==> config.mk <==
export PLATFORM = sky130hd
export DESIGN_NAME = bank_rd_seq
export DESIGN_NICKNAME = d
export VERILOG_FILES = /design/src/rtl/bank_rd_seq_pkg.sv /design/src/rtl/bank_rd_fifo.sv /design/src/rtl/bank_rd_seq.sv
export SDC_FILE = /design/constraint.sdc
export NUM_CORES = 1
export LEC_CHECK = 0
export BUFFER_PORTS_ARGS = -buffer_cell sky130_fd_sc_hd__buf_4
export CAP_MARGIN = 40
export CORE_MARGIN = 5
export CORE_UTILIZATION = 52
export CTS_CLUSTER_DIAMETER = 40
export CTS_CLUSTER_SIZE = 30
export DETAILED_ROUTE_END_ITERATION = 16
export MAX_ROUTING_LAYER = met4
export PLACE_DENSITY_LB_ADDON = 0.25
export SETUP_SLACK_MARGIN = 0.1
export SLEW_MARGIN = 10
export SYNTH_ARGS = -nofsm -noshare
export SYNTH_HDL_FRONTEND = slang
export SYNTH_HIERARCHICAL = 1
export SYNTH_SLANG_ARGS = --single-unit
==> constraint.sdc <==
create_clock -name clk_i -period 2.4 [get_ports clk_i]
set_input_delay 0.24 -clock clk_i [delete_from_list [all_inputs] [get_ports clk_i]]
set_output_delay 0.24 -clock clk_i [all_outputs]
set_load 0.01 [all_outputs]
==> src/rtl/bank_rd_seq_pkg.sv <==
// Shared definitions for the four-bank read sequencer: bank geometry, FIFO sizing,
// sequencer state encoding and bank-select helpers.
package bank_rd_seq_pkg;

  localparam int NUM_BANKS  = 4;
  localparam int BANK_SEL_W = 2;
  localparam int FIFO_DEPTH = 4;
  localparam int PTR_W      = 2;
  localparam int CNT_W      = 3;

  typedef enum logic [1:0] {
    ST_IDLE  = 2'd0,
    ST_RUN   = 2'd1,
    ST_DRAIN = 2'd2
  } state_e;

  function automatic logic [NUM_BANKS-1:0] bank_onehot(input logic [BANK_SEL_W-1:0] sel);
    logic [NUM_BANKS-1:0] one;
    one = NUM_BANKS'(1);
    return one << sel;
  endfunction

  function automatic logic [BANK_SEL_W-1:0] onehot_to_sel(input logic [NUM_BANKS-1:0] oh);
    logic [BANK_SEL_W-1:0] s;
    s = '0;
    for (int i = 0; i < NUM_BANKS; i++) begin
      if (oh[i]) s = BANK_SEL_W'(i);
    end
    return s;
  endfunction

endpackage

==> src/rtl/bank_rd_fifo.sv <==
// Four-entry output FIFO for returned bank words; supports push and pop in the
// same cycle and clears its storage on reset so the head reads zero.
module bank_rd_fifo
  import bank_rd_seq_pkg::*;
#(
  parameter int DATA_WIDTH = 16
) (
  input  logic                  clk_i,
  input  logic                  rst_n_i,
  input  logic                  push_i,
  input  logic [DATA_WIDTH-1:0] push_data_i,
  input  logic                  pop_i,
  output logic [DATA_WIDTH-1:0] data_o,
  output logic [CNT_W-1:0]      count_o
);

  logic [DATA_WIDTH-1:0] mem_q [FIFO_DEPTH];
  logic [PTR_W-1:0]      wr_ptr_q;
  logic [PTR_W-1:0]      rd_ptr_q;
  logic [CNT_W-1:0]      count_q;

  always_ff @(posedge clk_i) begin
    if (!rst_n_i) begin
      for (int i = 0; i < FIFO_DEPTH; i++) mem_q[i] <= '0;
      wr_ptr_q <= '0;
      rd_ptr_q <= '0;
      count_q  <= '0;
    end else begin
      if (push_i) begin
        mem_q[wr_ptr_q] <= push_data_i;
        wr_ptr_q        <= wr_ptr_q + PTR_W'(1);
      end
      if (pop_i) rd_ptr_q <= rd_ptr_q + PTR_W'(1);
      case ({push_i, pop_i})
        2'b10:   count_q <= count_q + CNT_W'(1);
        2'b01:   count_q <= count_q - CNT_W'(1);
        default: count_q <= count_q;
      endcase
    end
  end

  assign data_o  = mem_q[rd_ptr_q];
  assign count_o = count_q;

endmodule

==> src/rtl/bank_rd_seq.sv <==
// Read sequencer: turns (addr, len) requests into one-hot bank reads, steers the
// downstream bank mux one cycle later and buffers returned words in a small FIFO.
module bank_rd_seq
  import bank_rd_seq_pkg::*;
#(
  parameter int DATA_WIDTH = 16,
  parameter int ADDR_WIDTH = 12,
  parameter int LEN_WIDTH  = 12
) (
  input  logic                  clk_i,
  input  logic                  rst_n_i,
  input  logic                  req_valid_i,
  output logic                  req_ready_o,
  input  logic [ADDR_WIDTH-1:0] req_addr_i,
  input  logic [LEN_WIDTH-1:0]  req_len_i,
  output logic [NUM_BANKS-1:0]  bank_rd_en_o,
  output logic [ADDR_WIDTH-3:0] bank_rd_addr_o,
  output logic [BANK_SEL_W-1:0] mux_sel_o,
  input  logic [DATA_WIDTH-1:0] mux_out_i,
  output logic                  out_valid_o,
  input  logic                  out_ready_i,
  output logic [DATA_WIDTH-1:0] out_data_o,
  output logic                  done_o
);

  state_e                state_q;
  logic [ADDR_WIDTH-1:0] cur_addr_q;
  logic [LEN_WIDTH-1:0]  remaining_q;
  logic [NUM_BANKS-1:0]  rd_en_q;
  logic [ADDR_WIDTH-3:0] rd_addr_q;
  logic [BANK_SEL_W-1:0] mux_sel_q;
  logic                  ret_q;
  logic                  done_q;

  logic [CNT_W-1:0]      count;
  logic [CNT_W-1:0]      count_d;
  logic [CNT_W-1:0]      occ_d;
  logic                  push;
  logic                  pop;
  logic                  issue_d;

  assign push = ret_q;
  assign pop  = out_valid_o && out_ready_i;

  // Issue only if the word about to be launched still fits alongside the
  // post-edge occupancy and the read already on the bank address bus.
  always_comb begin
    count_d = count;
    if (push && !pop)      count_d = count + CNT_W'(1);
    else if (!push && pop) count_d = count - CNT_W'(1);
    occ_d   = count_d + CNT_W'(|rd_en_q);
    issue_d = (state_q == ST_RUN) && (occ_d < CNT_W'(FIFO_DEPTH));
  end

  always_ff @(posedge clk_i) begin
    if (!rst_n_i) begin
      state_q     <= ST_IDLE;
      cur_addr_q  <= '0;
      remaining_q <= '0;
      rd_en_q     <= '0;
      rd_addr_q   <= '0;
      mux_sel_q   <= '0;
      ret_q       <= 1'b0;
      done_q      <= 1'b0;
    end else begin
      done_q  <= 1'b0;
      rd_en_q <= '0;
      ret_q   <= |rd_en_q;
      if (|rd_en_q) mux_sel_q <= onehot_to_sel(rd_en_q);
      case (state_q)
        ST_IDLE: begin
          if (req_valid_i) begin
            if (req_len_i == '0) begin
              done_q <= 1'b1;
            end else begin
              cur_addr_q  <= req_addr_i;
              remaining_q <= req_len_i;
              state_q     <= ST_RUN;
            end
          end
        end
        ST_RUN: begin
          if (issue_d) begin
            rd_en_q     <= bank_onehot(cur_addr_q[BANK_SEL_W-1:0]);
            rd_addr_q   <= cur_addr_q[ADDR_WIDTH-1:BANK_SEL_W];
            cur_addr_q  <= cur_addr_q + ADDR_WIDTH'(1);
            remaining_q <= remaining_q - LEN_WIDTH'(1);
            if (remaining_q == LEN_WIDTH'(1)) state_q <= ST_DRAIN;
          end
        end
        ST_DRAIN: begin
          if (rd_en_q == '0 && !ret_q && count == '0) begin
            done_q  <= 1'b1;
            state_q <= ST_IDLE;
          end
        end
        default: state_q <= ST_IDLE;
      endcase
    end
  end

  bank_rd_fifo #(
    .DATA_WIDTH(DATA_WIDTH)
  ) u_fifo (
    .clk_i      (clk_i),
    .rst_n_i    (rst_n_i),
    .push_i     (push),
    .push_data_i(mux_out_i),
    .pop_i      (pop),
    .data_o     (out_data_o),
    .count_o    (count)
  );

  assign req_ready_o    = (state_q == ST_IDLE);
  assign bank_rd_en_o   = rd_en_q;
  assign bank_rd_addr_o = rd_addr_q;
  assign mux_sel_o      = mux_sel_q;
  assign out_valid_o    = (count != '0);
  assign done_o         = done_q;

endmodule
After elaboration in Yosys (flattened, before gate mapping):

Memory sizes are Yosys's and may differ from the RTL's. A register that Yosys moved wholly into a read port is not among the register bits.
Index checks and enable logic that the tools add are counted.

* logic and storage cells: 85
* register bits: 51
* memory bits (writable): 64
* memories kept: 1

Memories
* u_fifo.mem_q: words 4, bits a word 16, rd ports 1, clocked after memory_dff 1, write ports 4, line bank_rd_fifo.sv:17 `logic [DATA_WIDTH-1:0] mem_q [FIFO_DEPTH];`

* add/subtract/negate cells: 7
* order comparisons: 1
* reductions and logical operators: 21
* equality and inequality tests: 10
* mux-type cells: 33
* shift operators: 1

Operator list (number)
* 2-to-1 mux 12 bit: 6
* case mux 12 bit (2 select lines): 2
* 2-to-1 mux 2 bit: 10
* 2-to-1 mux 16 bit: 1
* OR reduction 16 bit: 1
* adder 12 x 1 -> 12 bit (second input constant): 1
* == test 12 x 1 -> 1 bit (second input constant): 1
* zero test 12 bit: 1
* subtractor 12 x 1 -> 12 bit (second input constant): 1
* 2-to-1 mux 1 bit: 9
* inequality test 2 bit (second input constant): 4
* logical AND 1 bit: 6
* 2-to-1 mux 3 bit: 2
* case mux 2 bit (3 select lines): 1
* case mux 3 bit (2 select lines): 1
* AND reduction 5 bit: 1
* adder 2 x 1 -> 2 bit (second input constant): 2
* == test 2 x 1 -> 1 bit (second input constant): 2
* == test 2 bit (second input constant): 2
* zero test 4 bit: 1
* AND reduction 4 bit: 1
* nonzero test 2 bit: 2
* OR reduction 4 bit: 1
* << shifter 1 x 2 -> 4 bit (first input constant): 1
* 12 further kinds: 13

Longest topological paths before layout:

Gate-level depths: netlist of the first run.

* word-level depth: 10
* gate-level depth with buffers: 11
* mapped depth without buffers: 9

Modules after synthesis:

Netlist of the first run, hierarchy kept.

By module, submodules not included
* bank_rd_fifo: area each 3201.8 um2, seq. area each 2102.0 um2, cells each 199, times used 1
* bank_rd_seq: area each 2429.8 um2, seq. area each 880.8 um2, cells each 307, times used 1

Least setup slack after synthesis of the first run:

No wires, ideal clock.

* kind: register to register
* start point: register u_fifo.count_q[0], in the netlist u_fifo/count_o[0]
* end point: register remaining_q[4]
* arrival: 2.472 ns
* path buffers: 1
* cell stages (with the launch flop): 11
* period minus slack after synthesis: 2.530 ns
* slack: -0.130 ns
* path through: dfxtp_1 > inv_1 > ha_1 > nand2b_4 > and2_4 > or3_4 > a31oi_4 > mux2_2 > buf_4 > a311oi_1 > o21a_1

* word-level cells in the longest chain between the ends: 10

RTL lines
* from (decl): line bank_rd_fifo.sv:20 `logic [CNT_W-1:0] count_q;`
* from (signal assigned): line bank_rd_fifo.sv:35 `2'b10: count_q <= count_q + CNT_W'(1);`
* from (signal assigned): line bank_rd_fifo.sv:36 `2'b01: count_q <= count_q - CNT_W'(1);`
* from (signal assigned): line bank_rd_fifo.sv:37 `default: count_q <= count_q;`
* nonzero test 3 bit *: line bank_rd_seq.sv:118 `assign out_valid_o = (count != '0);`
* named net out_valid_o: line bank_rd_seq.sv:20 `output logic out_valid_o,`
* logical AND 1 bit *: line bank_rd_seq.sv:43 `assign pop = out_valid_o && out_ready_i;`
* named net pop: line bank_rd_seq.sv:39 `logic pop;`
* logical AND 1 bit or zero test 1 bit (tied branches): line bank_rd_seq.sv:50, bank_rd_seq.sv:49
* 2-to-1 mux 3 bit or logical AND 1 bit (tied branches): line bank_rd_seq.sv:50, bank_rd_seq.sv:49
* 2-to-1 mux 3 bit *: line bank_rd_seq.sv:49 `if (push && !pop) count_d = count + CNT_W'(1);`
* adder 3 x 1 -> 3 bit *: line bank_rd_seq.sv:51 `occ_d = count_d + CNT_W'(|rd_en_q);`
* less-than comparator 3 bit *: line bank_rd_seq.sv:52 `issue_d = (state_q == ST_RUN) && (occ_d < CNT_W'(FIFO_DEPTH));`
* logical AND 1 bit *: line bank_rd_seq.sv:52
* inequality test 2 bit (no source line) *
* AND reduction 4 bit (no source line) *
* to (signal assigned): line bank_rd_seq.sv:77 `remaining_q <= req_len_i;`
* to (signal assigned): line bank_rd_seq.sv:87 `remaining_q <= remaining_q - LEN_WIDTH'(1);`
* to (decl): line bank_rd_seq.sv:28 `logic [LEN_WIDTH-1:0] remaining_q;`

Mark *: on every way through the listed nets, which the timed path passes. The rest lies on a longest branch.
A chain may end at the register's enable or synchronous reset.

Final worst setup path of the first run:

* start point: register u_fifo.count_q[0], in the netlist u_fifo/count_o[0]
* end point: register cur_addr_q[2]

* word-level cells in the longest chain between the ends: 10

RTL lines
* nonzero test 3 bit *: line bank_rd_seq.sv:118
* logical AND 1 bit *: line bank_rd_seq.sv:43
* named net pop: line bank_rd_seq.sv:39
* logical AND 1 bit or zero test 1 bit (tied branches): line bank_rd_seq.sv:50, bank_rd_seq.sv:49
* 2-to-1 mux 3 bit or logical AND 1 bit (tied branches): line bank_rd_seq.sv:50, bank_rd_seq.sv:49
* 2-to-1 mux 3 bit *: line bank_rd_seq.sv:49
* adder 3 x 1 -> 3 bit *: line bank_rd_seq.sv:51
* less-than comparator 3 bit *: line bank_rd_seq.sv:52
* logical AND 1 bit *: line bank_rd_seq.sv:52
* inequality test 2 bit (no source line) *
* AND reduction 4 bit (no source line) *
* to (signal assigned): line bank_rd_seq.sv:76 `cur_addr_q <= req_addr_i;`
* to (signal assigned): line bank_rd_seq.sv:86 `cur_addr_q <= cur_addr_q + ADDR_WIDTH'(1);`
* to (decl): line bank_rd_seq.sv:27 `logic [ADDR_WIDTH-1:0] cur_addr_q;`

Marked as above.

==> out/metrics.cfg, run 1 <==
[floorplan]
initial_core_util_pct=52.4
fp.dieArea_um2=13000
coreArea_um2=10700
io_pins=79
die_w_um=114
die_h_um=114
num_rows=38

[global_route]
grt_pass1_vias=4493
antenna_found_initial=0
gr-usage-all-layers_pct=22.3
grt_util_met2_pct=36.0
gr-usage-met3_pct=5.02
grt_use_met1_pct=28.1
grt_pass1_wl_um=22200
grt_max_degree=39
grt_overflow=0
busiest_layer=met2

[status]
status=complete, no violations

[clock_tree]
cts_hold_buffers=0
cts_made_buffers=17
clockBufferDepth=2
clk_latency_ns=0.51
cts_root_buffer=clkbuf_8
cts_tree=yes
cts_max_level=4
numClockSinks=117
clk_pin_slew_ns=0.06

[worst_setup_path]
crit_path_max_fanout=8
worstSetupEndpointType=flip-flop
arrival_ns=2.75
criticalPathCategory=flip-flop to flip-flop
crit_required_ns=2.79
cp-start-kind=flip-flop

[layout]
fin_util_pct=67.3
nNetsFinal=655
final_common_cell=buf_4
final_cells=756
diodes=0
area_growth_pct=28.4
layout_common_cells=buf_4, edfxtp_1, and2_1, nand2_1, dfxtp_1
drive_gt1_share_pct=30.7
fillers=800

[power]
power_density_nw_per_um2=983
comb_power_share_pct=27.1
vdd_drop_max_uv=612
power_leakage_nw=2.90
power_frac_clock_pct=36.7
p_switching_mw=2.14
power_mw=7.11
p_int_mw=4.97
switching_share_pct=30.1
p_seq_share_pct=36.2

[synthesis]
synth-main-ff-cell=edfxtp_1
postSynthCellCount=506
synth_cell_types=65
ys_warn_count=6
synth_area_um2=5630
synth_edf_count=64
ys_seq_area_share_pct=53.0
async_reset_ff_share_pct=0
synth_nets=558
ys_seq_elements=117
synth.avg_cell_area_um2=11.1

[drt]
wl_per_cell_um=17.9
drtIter0Drc=368
viasPerCell=5.78
wirelength_um=13600
drc=0
drt_pre_antenna_iters=5
ant_nets=0
vias=4366

[sta]
setup_viol=0
report.final.hold_viol_count=0
clock_skew_ns=0.00923
slew_headroom_pct=26.2
timing.fmax_mhz=424
drv_slew=0
timing.hold.ws_ns=0.0276
tightestPinTransition_ns=1.10
rsz0062_at_grt=yes
setup_ws_ns=0.0438
period_minus_slack_ns=2.36
post-route-period-util_pct=98.2

[place]
gp_congestion=0.836
place_ws_ns=0.0324
place_inst=716
portBuffers=78
hpwl_um=8720

[hold_path]
hold_class=input port to flip-flop

[flow_run]
maxCapViolCount=0

[timing repair]
| item | in CTS | in global routing |
|---|---|---|
| resized for setup | 4 | 23 |
| setup endpoints to repair | 21 | 38 |
| pin swaps | 3 | 8 |
| setup buffers | 4 | 3 |
| cloned | 1 | 0 |
[stage by stage]
stage | cell area (µm²) | setup TNS [ns]
CTS | 7090 | 0
global route | 7230 | -0.122
floorplan | 5660 | 0
finish | 7230 | 0
detailed placement | 6420 | 0
global placement | 6420 | 0
[state kept, by name (all words and copies together) (netlist names), named ones only]
signal           cells
u_fifo/rd_ptr_q      2
u_fifo/wr_ptr_q      2
bank_rd_addr_o      10
cur_addr_q          12
u_fifo/mem_q        64
bank_rd_en_o         4
mux_sel_o            2
remaining_q         12
done_o               1
u_fifo/count_o       3
state_q              2
push                 1
[area by class of cell]
cell class	instances	area, µm²	area share [%]
multi-input combinational	345	2560	35.4
timing repair buffer	110	841	11.6
sequential	117	2990	41.3
clock inverter	15	205	2.84
clock buffer	17	414	5.73
inverter	12	47.5	0.657
tap	140	175	2.42
[worst paths after layout]
check	startpoint	endpoint	slack (ns)	depth (start not counted)
setup / recovery	u_fifo/count_o[0]	cur_addr_q[2]	0.04	9
setup reg to reg	u_fifo/count_o[0]	cur_addr_q[2]	0.04	9
hold / removal	req_addr_i[9]	cur_addr_q[9]	0.03	3
hold reg to reg	bank_rd_addr_o[2]	bank_rd_addr_o[2]	0.46	2
[cells by family after synthesis]
family          after synthesis  synth area share [%]
xor+xnor                      7                  1.09
flops                       117                  53.0
buf+inv                      45                  4.00
compound gates               94                  11.7
mux                          22                  7.91
simple gates                213                  20.4
fa+ha+maj                     8                  1.91
[power by group through the flow]
stage / Combinational (mW) / Clock, mW / Sequential (mW)
after floorplan: 1.22 / 0 / 2.54
after global placement: 1.67 / 0 / 2.58
after detailed placement: 1.71 / 0 / 2.59
after CTS: 1.77 / 2.64 / 2.56
after global routing: 2.10 / 2.75 / 2.61
final: 1.93 / 2.61 / 2.58
[layer usage]
metal  up-vias  wire length (µm)
met5         -                 0
met4         0               187
met3        18               853
met2       152              6690
met1      2124              5830
li1       2072                 -
[critical path: stages, from the launching register on]
cell and delay (ns):
dfxtp_4 0.35, inv_4 0.06, ha_4 0.15, nand2b_4 0.06, and2_4 0.14, or3_4 0.33
a31oi_4 0.29, mux2_4 0.41, a221o_1 0.33, o211a_1 0.13
[cells in the mapped netlist, drive strengths merged (2+ instances only)]
library cell / instances / share of area [%]
edfxtp: 64 / 34
o221a: 3 / 0.60
o22ai: 2 / 0.22
o31a: 2 / 0.31
mux2: 2 / 0.40
or3: 3 / 0.42
nor2: 32 / 2.3
nand2b: 4 / 0.71
nand3: 8 / 0.71
a221oi: 2 / 0.31
a311oi: 6 / 0.93
and2: 59 / 6.6
a31oi: 5 / 0.82
mux4: 16 / 6.8
nor2b: 2 / 0.22
nor4b: 2 / 0.42
inv: 11 / 0.73
a211oi: 7 / 0.93
nand4: 4 / 0.44
buf: 10 / 1.6
o31ai: 3 / 0.40
o21a: 6 / 0.80
xor2: 2 / 0.31
ha: 7 / 1.6
nor3b: 3 / 0.40
nor3: 11 / 0.98
nor4: 8 / 0.89
xnor2: 5 / 0.78
a21oi: 26 / 2.3
o211a: 2 / 0.36
and3: 22 / 2.4
o32ai: 5 / 0.78
o21ai: 14 / 1.2
dfxtp: 53 / 19
nand2: 52 / 3.5
clkbuf: 23 / 1.6
mux2i: 4 / 0.71
Power figures use the tool's default switching activity.
==> run 2, diff against run 1 <==
Settings changed: CORE_UTILIZATION 52 to 50, GPL_TIMING_DRIVEN from default to 0.
Clock period 2.4 ns to 2.42 ns, I/O delays scaled along.
==> run 2 against run 1 <==
Cell count is 2.2% higher. Global-route usage is 0.84 points higher. Sequential power is 2% lower. Critical endpoint is now cur_addr_q[10]. Count of clock-buffer cells in the layout stayed put. Power is 2.3% higher. Largest power group is now sequential cells. Cell area is 4.8% higher. Critical path depth is 1 higher. Worst hold slack better by 0.094 ns. Highest routed layer unchanged. Sequential share of layout area is 1.8 points lower.
==> out/metrics.cfg, run 2 (same netlist as run 1, synthesis figures left out) <==
[sta]
clock_skew_ns=0.00834  ; was 0.00923 ns
setup_tns_ns=0  ; unchanged
tightestPinTransition_ns=0.822  ; was 1.10 ns
period_minus_slack_ns=2.36  ; about the same
slew_headroom_pct=45.1  ; was 26.2%
setup_ws_ns=0.0553  ; was 0.0438 ns
setup_viol=0  ; unchanged
report.final.hold_viol_count=0  ; unchanged
drv_slew=0  ; unchanged
rsz0062_at_grt=yes  ; unchanged
timing.fmax_mhz=423  ; was 424 MHz
post-route-period-util_pct=97.7  ; was 98.2%

[global_route]
antenna_found_initial=0  ; unchanged
grt_pass1_wl_um=23000  ; was 22200 µm
grt_overflow=0  ; unchanged
grt_pass1_vias=4506  ; was 4493
gr-usage-all-layers_pct=23.1  ; was 22.3%
grt_max_degree=17  ; was 39

[worst_setup_path]
cp_cell_sequence=inv_4 > ha_4 > nand2b_4 > and2_4 > or3_4 > a31oi_4 > mux2i_2 > nand2_2 > buf_12 > o221a_4  ; was inv_4 > ha_4 > nand2b_4 > and2_4 > or3_4 > a31oi_4 > mux2_4 > a221o_1 > o211a_1
crit_buf_inv=2  ; was 1
arrival_ns=2.66  ; was 2.75 ns
path_delay_family=simple AND/OR/NAND/NOR gates  ; was compound AO/OA/AOI/OAI gates
crit_cells=10  ; was 9
crit_path_top_delay_cell=dfxtp_4  ; was mux2_4
criticalPathCategory=flip-flop to flip-flop  ; unchanged
crit_required_ns=2.72  ; was 2.79 ns
reg2reg_slack_ns=0.06  ; was 0.04 ns
startpoint=u_fifo/count_o[1]  ; was u_fifo/count_o[0]
r2r-start=u_fifo/count_o[1]  ; was u_fifo/count_o[0]
rr_endpoint=cur_addr_q[10]  ; was cur_addr_q[2]
r2r_cells=10  ; was 9
critical-path-max-stage-delay_ns=0.35  ; was 0.41 ns
crit_path_end=cur_addr_q[10]  ; was cur_addr_q[2]
cp-start-kind=flip-flop  ; unchanged
crit_path_max_fanout=10  ; was 8
worstSetupEndpointType=flip-flop  ; unchanged

[power]
p_switching_mw=2.34  ; was 2.14 mW
p_int_mw=4.93  ; was 4.97 mW
power_frac_clock_pct=33.7  ; was 36.7%
power_leakage_nw=3.08  ; was 2.90 nW
switching_share_pct=32.2  ; was 30.1%
vdd_drop_max_uv=555  ; was 612 µV
power_density_nw_per_um2=959  ; was 983 nW/µm²
p_seq_share_pct=35.0  ; was 36.2%
comb_power_share_pct=31.3  ; was 27.1%

[clock_tree]
clk_latency_ns=0.41  ; was 0.51 ns
numClockSinks=117  ; unchanged
clk_pin_slew_ns=0.05  ; was 0.06 ns
cts_max_level=4  ; unchanged
clockBufferDepth=2  ; unchanged
cts_hold_buffers=0  ; unchanged
cts_tree=yes  ; unchanged
cts_made_buffers=17  ; unchanged
cts_root_buffer=clkbuf_16  ; was clkbuf_8

[layout]
diodes=0  ; unchanged
layout_common_cells=buf_4, edfxtp_1, and2_1, dfxtp_1, nand2_1  ; was buf_4, edfxtp_1, and2_1, nand2_1, dfxtp_1
area_growth_pct=34.5  ; was 28.4%
final_common_cell=buf_4  ; unchanged
nNetsFinal=672  ; was 655
reg_top3=u_fifo/mem_q: 64 flops, cur_addr_q: 12 flops, remaining_q: 12 flops  ; unchanged
fin_area_um2=7580  ; was 7230 µm²
largest_reg_flops=64  ; unchanged
top_register=u_fifo/mem_q  ; unchanged
drive_gt1_share_pct=35.7  ; was 30.7%

[status]
status=complete, no violations  ; unchanged

[place]
gp_congestion=0.914  ; was 0.836
portBuffers=78  ; unchanged
place_area_um2=6480  ; was 6420 µm²
hpwl_um=9910  ; was 8720 µm
place_ws_ns=-0.151  ; was 0.0324 ns

[floorplan]
initial_core_util_pct=51.5  ; was 52.4%
num_rows=38  ; unchanged
die_h_um=116  ; was 114 µm
io_pins=79  ; unchanged
fp.dieArea_um2=13500  ; was 13000 µm²
coreArea_um2=10900  ; was 10700 µm²
die_w_um=116  ; was 114 µm

[drt]
drc=0  ; unchanged
drt_pre_antenna_iters=5  ; unchanged
drtIter0Drc=495  ; was 368
vias=4568  ; was 4366
wl_per_cell_um=19.5  ; was 17.9 µm
viasPerCell=5.91  ; was 5.78
wirelength_um=15100  ; was 13600 µm
ant_nets=0  ; unchanged

[hold_path]
min_from=req_addr_i[9]  ; unchanged
hold_class=input port to flip-flop  ; unchanged
worstHoldPathCells=3  ; unchanged

[flow_run]
maxCapViolCount=0  ; unchanged

run 2: worst min-delay path by stage:
stage and to:
2_1_floorplan cur_addr_q[1], 3_3_place_gp bank_rd_addr_o[9], 3_5_place_dp bank_rd_addr_o[8], 4_1_cts cur_addr_q[9]
5_1_grt u_fifo/mem_q[2][7], 6_report cur_addr_q[9]
run 2: through the flow:
stage / cells / hold slack, ns / total power [mW] / util, %
global route: 773 / 0.116 / 7.60 / 69.3
CTS: 771 / 0.0988 / 6.97 / 66.2
global placement: 724 / 0.448 / 4.26 / 58.7
detailed placement: 728 / 0.449 / 4.33 / 59.3
floorplan: 506 / 0.410 / 3.73 / -
finish: 773 / 0.122 / 7.27 / 69.3
run 2: final cells by class:
cell class	instances	area (µm²)
clock inverter	15	156
fill	749	3360
inverter	12	50.0
tap	140	175
sequential	117	2990
timing repair buffer	96	790
multi-input combinational	344	2750
buffer	32	233
clock buffer	17	425
run 2: routing by layer:
layer	GRT usage [%]	vias to the layer above	wire [µm]	share of wire [%]
met2	36.0	238	7410	49
met1	29.6	2198	6180	41
li1	-	2105	-	-
met4	7.81	0	203	1.3
met5	-	-	0	0
met3	6.06	27	1270	8.4
run 2: timing repair:
| action | 4_1_cts | 5_1_grt |
|---|---|---|
| gates resized for setup | 21 | 73 |
| pin swaps | 5 | 18 |
| setup buffers | 10 | 2 |
| gates cloned | 1 | 1 |
| setup endpoints to repair | 40 | 36 |
run 2: power groups by stage:
stage               Combinational [mW]  Clock (mW)  Sequential (mW)
detailed placement                1.78           0             2.55
CTS                               1.97        2.49             2.50
floorplan                         1.21           0             2.52
global placement                  1.71           0             2.54
global route                      2.45        2.58             2.57
finish                            2.27        2.45             2.54
run 2: worst reg2reg max path: cells and delay by family, from the launching register on:
kind / cells / cell delay (ns)
compound gates: 2 / 0.51
fa+ha+maj: 1 / 0.15
buf+inv: 2 / 0.26
simple gates: 4 / 0.67
mux: 1 / 0.32
flops: 1 / 0.35
==> run 3, diff against run 2 <==
Settings changed: ABC_AREA from default to 1.
==> run 3 against run 2 <==
Clock power is 4% higher. Wire length grew 2.2%. Count of clock-buffer cells in the layout unchanged. Flip-flop and latch count unchanged. Largest power group is now combinational cells.
==> out/metrics.cfg, run 3 <==
[status]
status=complete, no violations  ; unchanged

[synthesis]
synth_cell_types=37  ; was 65
ys_warn_count=6  ; unchanged
synth_commonest_cells=nor2_1, nand2_1, inv_1  ; was edfxtp_1, and2_1, dfxtp_1
synth_top_cell_by_area=edfxtp_1  ; unchanged
synth_area_leaders=edfxtp_1, dfxtp_1, nor2_1, nand2_1, nand3_1  ; was edfxtp_1, dfxtp_1, and2_1, mux4_2, nand2_1
postSynthCellCount=740  ; was 506
synth_area_um2=5910  ; was 5630 µm²
synth_edf_count=64  ; unchanged
synth-main-ff-cell=edfxtp_1  ; unchanged
synth.avg_cell_area_um2=7.99  ; was 11.1 µm²
ys_seq_elements=117  ; unchanged
async_reset_ff_share_pct=0  ; unchanged
yosysTopAreaCellShare_pct=32.5  ; was 34.1%
yosys.cell_count.top_type=nor2_1  ; was edfxtp_1
ys_seq_area_share_pct=50.5  ; was 53.0%
synth_nets=792  ; was 558

[place]
hpwl_um=10700  ; was 9910 µm
place_ws_ns=0.306  ; was -0.151 ns
place_inst=962  ; was 728
portBuffers=78  ; unchanged
place_area_um2=6700  ; was 6480 µm²
gp_congestion=0.879  ; was 0.914

[worst_setup_path]
worstSetupEndpointType=output port  ; was flip-flop
arrival_ns=1.82  ; was 2.66 ns
r2r-start=u_fifo/count_o[1]  ; unchanged
reg2reg_slack_ns=0.39  ; was 0.06 ns
crit_required_ns=2.18  ; was 2.72 ns
cp-start-kind=flip-flop  ; unchanged
criticalPathCategory=flip-flop to output port  ; was flip-flop to flip-flop
rr_endpoint=cur_addr_q[10]  ; unchanged
crit_path_max_fanout=10  ; unchanged
r2r_cells=13  ; was 10

[layout]
final_cells=994  ; was 773
reg_top3=u_fifo/mem_q: 64 flops, cur_addr_q: 12 flops, remaining_q: 12 flops  ; unchanged
diodes=0  ; unchanged
area_growth_pct=23.6  ; was 34.5%
fin_area_um2=7310  ; was 7580 µm²
nNetsFinal=890  ; was 672
final_common_cell=nor2_1  ; was buf_4
largest_reg_flops=64  ; unchanged
layout_common_cells=nor2_1, nand2_1, buf_4, inv_1, nand3_1  ; was buf_4, edfxtp_1, and2_1, dfxtp_1, nand2_1
top_register=u_fifo/mem_q  ; unchanged
drive_gt1_share_pct=20.4  ; was 35.7%

[hold_path]
worstHoldEndpoint=cur_addr_q[9]  ; unchanged
min_from=req_addr_i[9]  ; unchanged
worstHoldPathCells=5  ; was 3
hold_class=input port to flip-flop  ; unchanged

[clock_tree]
cts_tree=yes  ; unchanged
post_cts_buffers=0  ; was 10
clockBufferDepth=2  ; unchanged
cts_max_level=4  ; unchanged
clk_latency_ns=0.42  ; was 0.41 ns
cts_made_buffers=17  ; unchanged
clk_pin_slew_ns=0.06  ; was 0.05 ns
cts_root_buffer=clkbuf_16  ; unchanged
numClockSinks=117  ; unchanged

[flow_run]
maxCapViolCount=0  ; unchanged

[floorplan]
num_rows=39  ; was 38
io_pins=79  ; unchanged
die_h_um=119  ; was 116 µm
die_w_um=119  ; was 116 µm
initial_core_util_pct=51.3  ; was 51.5%
fp.dieArea_um2=14100  ; was 13500 µm²
coreArea_um2=11500  ; was 10900 µm²

[sta]
post-route-period-util_pct=85.2  ; was 97.7%
timing.hold.ws_ns=0.144  ; was 0.122 ns
period_minus_slack_ns=2.06  ; was 2.36 ns
setup_viol=0  ; unchanged
timing.fmax_mhz=485  ; was 423 MHz
slew_headroom_pct=42.3  ; was 45.1%
clock_skew_ns=0.0109  ; was 0.00834 ns
setup_ws_ns=0.357  ; was 0.0553 ns
report.final.hold_viol_count=0  ; unchanged
rsz0062_at_grt=no  ; was yes
tightestPinTransition_ns=0.866  ; was 0.822 ns
drv_slew=0  ; unchanged

[drt]
wirelength_um=15400  ; was 15100 µm
vias=5329  ; was 4568
drtIter0Drc=445  ; was 495
viasPerCell=5.36  ; was 5.91
drt_pre_antenna_iters=5  ; unchanged
drc=0  ; unchanged
ant_nets=0  ; unchanged
wl_per_cell_um=15.5  ; was 19.5 µm

[global_route]
grt_overflow=0  ; unchanged
grt_pass1_vias=5271  ; was 4506
gr-usage-all-layers_pct=23.0  ; was 23.1%
grt_max_degree=17  ; unchanged
antenna_found_initial=0  ; unchanged
grt_pass1_wl_um=25200  ; was 23000 µm

[power]
power_leakage_nw=3.24  ; was 3.08 nW
power_mw=7.87  ; was 7.27 mW
vdd_drop_max_uv=479  ; was 555 µV
power_density_nw_per_um2=1080  ; was 959 nW/µm²

## run 3: critical path: stages, from the launching register on
cell      delay [ns]
dfxtp_1         0.44
clkbuf_1        0.46
nor2_1          0.12
o22ai_1         0.21
buf_4           0.16
## run 3: cell type report
| cell class | instances | area, µm² |
|---|---|---|
| Multi-Input combinational cell | 509 | 2440 |
| Inverter | 80 | 300 |
| Buffer | 34 | 195 |
| Tap cell | 143 | 179 |
| Fill cell | 989 | 4210 |
| Clock inverter | 15 | 180 |
| Timing Repair Buffer | 79 | 601 |
| Sequential cell | 117 | 2980 |
| Clock buffer | 17 | 425 |
## run 3: through the flow
stage                     util [%]  TNS [ns]
after floorplan                  -         0
after global placement        58.0    -16.12
after detailed placement      58.2         0
after CTS                     63.4         0
after global routing          63.5         0
final                         63.5         0
## run 3: repair_timing
item,CTS,global route
resized for setup,0,3
endpoints found under the setup margin,0,30
hold buffers,0,0
## run 3: how the worst max path moves through the flow
stage                             startpoint            endpoint  slack, ns
after global placement    u_fifo/wr_ptr_q[0]  u_fifo/mem_q[3][7]      -0.58
after detailed placement   u_fifo/count_o[0]       cur_addr_q[1]       0.31
after global routing       u_fifo/count_o[1]      remaining_q[4]       0.14
after CTS                          flip-flop       out_data_o[5]       0.29
after floorplan           u_fifo/wr_ptr_q[1]  u_fifo/mem_q[1][0]       0.24
final                              flip-flop       out_data_o[2]       0.36
## run 3: logic make-up after synthesis
group / after synthesis / share of synthesized area [%]
adder cells (fa/ha/maj): 8 / 1.82
flip-flops: 117 / 50.5
AND/OR/NAND/NOR: 388 / 28.8
AO/OA/AOI/OAI: 110 / 10.1
XOR/XNOR: 3 / 0.445
buffers and inverters: 114 / 8.36
## run 3: where the power goes
group	switching (mW)	leakage [nW]	internal (mW)	total [mW]
combinational	1.69	1.85	0.998	2.68
sequential	0.242	1.10	2.39	2.63
clock	0.937	0.290	1.62	2.56
total	2.86	3.24	5.01	7.87
## run 3: layer usage
layer | global-route usage (%) | vias to the layer above | part of all wire [%]
met5 | - | - | 0
met4 | 11.4 | 0 | 2.9
met3 | 4.63 | 31 | 6.6
met2 | 39.0 | 191 | 51
met1 | 25.8 | 2466 | 40
li1 | - | 2641 | -
